File: src/rtl/gray_pkg.sv
// rtl/gray_pkg.sv - shared types and helpers for Gray-code count handling
//
// Contents:
//   state_t   decoder FSM state encoding (IDLE, TRACK, RESYNC)
//   popcount  number of set bits in a 32-bit word
//   bin2gray  binary to Gray conversion, also used by benches
package gray_pkg;

  typedef enum logic [1:0] {
    ST_IDLE   = 2'd0,
    ST_TRACK  = 2'd1,
    ST_RESYNC = 2'd2
  } state_t;

  // Callers zero-extend narrower words; 6 bits hold counts up to 32.
  function automatic logic [5:0] popcount(input logic [31:0] v);
    logic [5:0] c;
    c = '0;
    for (int i = 0; i < 32; i++) begin
      c = c + {5'd0, v[i]};
    end
    return c;
  endfunction

  function automatic logic [31:0] bin2gray(input logic [31:0] b);
    return b ^ (b >> 1);
  endfunction

endpackage

File: src/rtl/gray_to_bin.sv
// rtl/gray_to_bin.sv - combinational W-bit Gray to binary decoder
//
// Ports:
//   g  in   W  Gray-coded word
//   b  out  W  binary value, b[i] = XOR of g[W-1:i]
module gray_to_bin #(
  parameter int W = 4
) (
  input  logic [W-1:0] g,
  output logic [W-1:0] b
);

  // Each binary bit is the parity of all Gray bits at or above it.
  always_comb begin
    b = '0;
    for (int i = 0; i < W; i++) begin
      b[i] = ^(g >> i);
    end
  end

endmodule

File: src/rtl/gray_count_decoder.sv
// rtl/gray_count_decoder.sv - Gray count sampler, legality checker and extended counter
//
// Ports:
//   clk       in   1   clock, rising edge
//   rst       in   1   asynchronous active-high reset
//   gray_in   in   W   sampled Gray word
//   gray_vld  in   1   sample strobe
//   bin       out  W   binary value of last accepted sample
//   ext       out  EW  extended forward count
//   inc       out  1   pulse: legal +1 step accepted while tracking
//   err       out  1   pulse: illegal transition seen
//   locked    out  1   high while tracking
module gray_count_decoder #(
  parameter int W      = 4,
  parameter int EW     = 16,
  parameter int LOCK_N = 2
) (
  input  logic          clk,
  input  logic          rst,
  input  logic [W-1:0]  gray_in,
  input  logic          gray_vld,
  output logic [W-1:0]  bin,
  output logic [EW-1:0] ext,
  output logic          inc,
  output logic          err,
  output logic          locked
);

  import gray_pkg::*;

  localparam int CW = $clog2(LOCK_N + 1);

  state_t          state;
  logic [W-1:0]    prev_g;
  logic [W-1:0]    prev_b;
  logic [W-1:0]    b_dec;
  logic [W-1:0]    d;
  logic [5:0]      hd;
  logic            hold;
  logic            fwd;
  logic [CW-1:0]   good_cnt;
  logic [CW-1:0]   good_nxt;
  logic            carry;
  logic [EW-1:0]   relock_ext;

  gray_to_bin #(.W(W)) u_dec (
    .g (gray_in),
    .b (b_dec)
  );

  assign hd   = popcount(32'(gray_in ^ prev_g));
  assign d    = b_dec - prev_b;
  assign hold = (hd == 6'd0);
  assign fwd  = (hd == 6'd1) && (d == W'(1));

  assign good_nxt = good_cnt + CW'(1);

  // On re-lock the low bits jump to the current value; if that value is
  // numerically below the old low bits the counter must have wrapped while
  // we were resyncing, so carry once into the upper part. Written with
  // shifts so EW == W needs no empty slice.
  assign carry      = (b_dec < ext[W-1:0]);
  assign relock_ext = (((ext >> W) + EW'(carry)) << W) | EW'(b_dec);

  always_ff @(posedge clk or posedge rst) begin
    if (rst) begin
      state    <= ST_IDLE;
      prev_g   <= '0;
      prev_b   <= '0;
      bin      <= '0;
      ext      <= '0;
      good_cnt <= '0;
      inc      <= 1'b0;
      err      <= 1'b0;
      locked   <= 1'b0;
    end else begin
      inc <= 1'b0;
      err <= 1'b0;
      if (gray_vld) begin
        // History follows every sample, bad ones included, so the next
        // step is judged against what was actually seen last.
        prev_g <= gray_in;
        prev_b <= b_dec;
        bin    <= b_dec;
        case (state)
          ST_IDLE: begin
            ext    <= EW'(b_dec);
            state  <= ST_TRACK;
            locked <= 1'b1;
          end
          ST_TRACK: begin
            if (fwd) begin
              ext <= ext + EW'(1);
              inc <= 1'b1;
            end else if (!hold) begin
              err      <= 1'b1;
              good_cnt <= '0;
              state    <= ST_RESYNC;
              locked   <= 1'b0;
            end
          end
          ST_RESYNC: begin
            if (fwd) begin
              if (good_nxt == CW'(LOCK_N)) begin
                ext      <= relock_ext;
                good_cnt <= '0;
                state    <= ST_TRACK;
                locked   <= 1'b1;
              end else begin
                good_cnt <= good_nxt;
              end
            end else if (!hold) begin
              err      <= 1'b1;
              good_cnt <= '0;
            end
          end
          default: begin
            state  <= ST_IDLE;
            locked <= 1'b0;
          end
        endcase
      end
    end
  end

endmodule

File: config.mk
export PLATFORM = sky130hd
export DESIGN_NAME = gray_count_decoder
export DESIGN_NICKNAME = d
export VERILOG_FILES = /design/src/rtl/gray_pkg.sv /design/src/rtl/gray_to_bin.sv /design/src/rtl/gray_count_decoder.sv
export SDC_FILE = /design/constraint.sdc
export NUM_CORES = 1
export LEC_CHECK = 0
export ABC_AREA = 1
export CAP_MARGIN = 20
export CELL_PAD_IN_SITES_DETAIL_PLACEMENT = 2
export CELL_PAD_IN_SITES_GLOBAL_PLACEMENT = 2
export CORE_MARGIN = 1.5
export CORE_UTILIZATION = 34
export DETAILED_ROUTE_END_ITERATION = 10
export PLACE_DENSITY = 0.9
export SYNTH_ARGS = -nofsm -noshare
export SYNTH_HDL_FRONTEND = slang
export SYNTH_SLANG_ARGS = --single-unit
File: constraint.sdc
create_clock -name clk -period 5 [get_ports clk]
set_clock_uncertainty 0.1 [all_clocks]
set_input_delay 1 -clock clk [delete_from_list [all_inputs] [get_ports clk]]
set_output_delay 1 -clock clk [all_outputs]
set_load 0.03 [all_outputs]
==> results.toml, run 1 <==
[floorplanning]
core_area_mm2 = 0.00687
die_h_um = 87.8
die-width_um = 87.8
row_count = 30
initial_utilization = 0.356
dieArea_mm2 = 0.00771
pin_count = 30

[cells_and_area]
fill_cells = 828
layout-drive-gt1-share = 0.104
utilization = 0.425
syn2layout_area_growth_pct = 19.4
nNetsFinal = 408
antenna_cells = 0
fin_cells = 481

[setup_path]
worstPathRequired_ns = 5.15
end_kind = "register"
critPathArrivalTime_ns = 4.46
startpoint_type = "input port"
r2r-end = "ext[11]"
r2r-start = "prev_g[3]"
worstSetupStartpoint = "gray_in[3]"
r2r_cells = 15
crit_type = "input port to register"
reg2reg_slack_ns = 2.01
cp_max_fo = 7

[placement]
gp_congestion = 0.853
dp_hpwl_mm = 6.56
port_buffers = 29
dp_cells = 473

[clock_tree]
post_cts_buffers = 0
clk_pin_slew_ns = 0.08
cts_buffer_depth = 2
holdBufCountCts = 0
cts.htree.levels = 2
clock-root-buffer = "clkbuf_8"
clock_sinks = 30
ctsResizeCount = 0
cts_made_buffers = 5
clock_latency_ns = 0.30
cts_tree = "yes"

[min_path]
hold_start = "prev_g[2]"
hold_depth = 2
holdPathEnd = "prev_g[2]"
hold_class = "register to register"

[sta]
drv_slew = 0
setup_viol = 0
period_share = 0.863
setup_tns_ns = 0
tightest_slew_ns = 0.664
hold_violations = 0
max_freq_ghz = 0.232
rsz0062_at_grt = "no"
relSlewSlack = 0.558
layout_min_cycle_time_ns = 4.31

[synthesis]
syn_nets = 379
synth_cell_types = 34
synth_warnings = 0
synthAdderAreaFrac = 0.0931
synth-compound-area-share = 0.125
synth-seq-cells = 30
synthXorXnorAreaFrac = 0.0317
synth_top_family_by_area = "simple AND/OR/NAND/NOR gates"
synth.avg_cell_area_um2 = 6.89
synthCells = 355
ys_seq_area_frac = 0.307
netlist_area_mm2 = 0.00244
synth-simple-area-share = 0.357
synth.mux.area_fraction = 0

[power]
leakagePower_nw = 1.37
pwr-share-clk = 0.205
powerDensity_mw_per_mm2 = 408
power_frac_comb = 0.519
power_frac_seq = 0.276
p_sw_frac = 0.484
p_switching_uw = 577
peakVddDrop_mv = 0.196
fin_total_pwr_mw = 1.19
p_int_uw = 616

[global_route]
grt_usage = 0.252
grtUsageMet1 = 0.305
grt.met2_usage = 0.459
met3_usage = 0.0368
grt.busiest_layer = "met2"
grt_max_degree = 31
grt.overflow.total = 0
antenna_found_initial = 0
first_global_vias = 2803
grt_pass1_wl_mm = 14.7

[run]
max-cap-violations = 0

[route]
vias = 2540
ant_nets = 0
drt_wl_total_mm = 8.86
drt-initial-drc-count = 68
dr.pass1.iters = 4
routed_via_density = 5.28
wl_per_cell_um = 18.4
drc_errors = 0

[run_status]
outcome = "complete, no violations"
[cells in the mapped netlist, drive strengths merged]
cell | instances | area share
dfrtp | 30 | 0.31
o21ai | 31 | 0.074
nand3 | 29 | 0.069
nand2 | 126 | 0.20
o22ai | 2 | 0.0051
buf | 4 | 0.015
a31oi | 1 | 0.0026
clkbuf | 4 | 0.0061
inv | 41 | 0.064
nor2 | 37 | 0.069
nor3 | 3 | 0.0061
o21bai | 1 | 0.0031
o2bb2ai | 1 | 0.0036
nand3b | 1 | 0.0031
xor2 | 6 | 0.021
fa | 2 | 0.016
a21oi | 15 | 0.034
xnor2 | 2 | 0.010
nand4 | 3 | 0.0077
ha | 15 | 0.077
o21a | 1 | 0.0031
[layout by cell type (no fill, tap or decap), types with 2 or more instances in the layout]
master / Yosys / routed
inv_2: 4 / 4
dfrtp_1: 30 / 30
a21oi_1: 13 / 13
nor2_1: 31 / 31
nand2_2: 6 / 6
nand4_1: 3 / 3
o21ai_2: 7 / 7
fa_1: 2 / 2
o21ai_0: 14 / 14
ha_1: 15 / 15
o22ai_1: 2 / 2
nand3_2: 2 / 2
nand2_1: 119 / 119
xor2_1: 6 / 6
a21oi_2: 2 / 2
nor3_1: 3 / 3
clkdlybuf4s50_1: 0 / 29
nor2_2: 3 / 3
nand3_1: 26 / 26
nor2_4: 3 / 3
clkbuf_8: 0 / 8
o21ai_1: 10 / 10
inv_1: 36 / 36
[final cells by class]
class / instances / area [um2] / area share
flip-flops and latches: 30 / 751 / 0.257
repair buffers: 30 / 298 / 0.102
clock buffers: 8 / 110 / 0.0377
inverters: 41 / 156 / 0.0536
well taps: 96 / 120 / 0.0411
multi-input cells: 276 / 1490 / 0.509
[kinds of logic after synthesis]
family                     after synthesis
and+or+nand+nor                        199
buffers and inverters                   49
adders and majority gates               17
DFF                                     30
xor gates and xnor gates                 8
AOI/OAI and AO/OA                       52
[flip-flops by register name, summed over array words and instances, names as in the netlist]
signal / count
err: 1
ext: 16
good_cnt: 2
inc: 1
locked: 1
prev_b: 3
prev_g: 4
state: 2
[critical path, cell delays in order]
cell and delay (ns):
clkdlybuf4s50_1 0.58, xnor2_2 0.37, xor2_1 0.43, inv_1 0.13, ha_1 0.30, a21oi_1 0.15, o21a_1 0.18, ha_1 0.27
inv_1 0.08, nor2_1 0.29, inv_2 0.09, o21ai_1 0.16, nand3_1 0.09, o21ai_1 0.17, nand2_1 0.09, nand2_1 0.07
[worst max path at each step]
stage | endpoint | slack, ns | cells after the start
3_3_place_gp | ext[13] | 0.64 | 18
3_5_place_dp | ext[15] | 0.44 | 16
4_1_cts | ext[15] | 0.71 | 16
5_1_grt | ext[15] | 0.47 | 16
2_1_floorplan | ext[0] | 1.58 | 14
6_report | ext[15] | 0.69 | 16
[metrics by stage]
stage | setup WS (ns) | hold slack (ns) | area, um2
final | 0.686 | 0.393 | 2920
after global routing | 0.471 | 0.442 | 2920
after CTS | 0.707 | 0.399 | 2920
after detailed placement | 0.444 | 0.381 | 2810
after global placement | 0.644 | 0.366 | 2810
after floorplan | 1.58 | 0.357 | 2440
[per-layer routing]
metal  vias to the layer above  wire length [um]
li1                       1195                 -
met1                      1290              3800
met2                        37              4730
met3                        18               175
met4                         0               150
met5                         -                 0
[power by group through the flow]
stage               combinational [mW]  clock (mW)  sequential, mW
CTS                              0.626       0.249           0.330
finish                           0.619       0.245           0.329
floorplan                        0.373           0           0.376
detailed placement               0.612           0           0.333
global route                     0.681       0.256           0.336
global placement                 0.582           0           0.331
(Power assumes the default switching activity.)
==> run 2, diff against run 1 <==
- SKIP_LAST_GASP: default -> 1
==> results of run 2 <==
The final DEF is identical to that of run 1; final timing and power are the same.
==> run 3, diff against run 2 <==
- SLEW_MARGIN: default -> 0
==> results of run 3 <==
The final DEF is identical to that of run 1; final timing and power are the same.
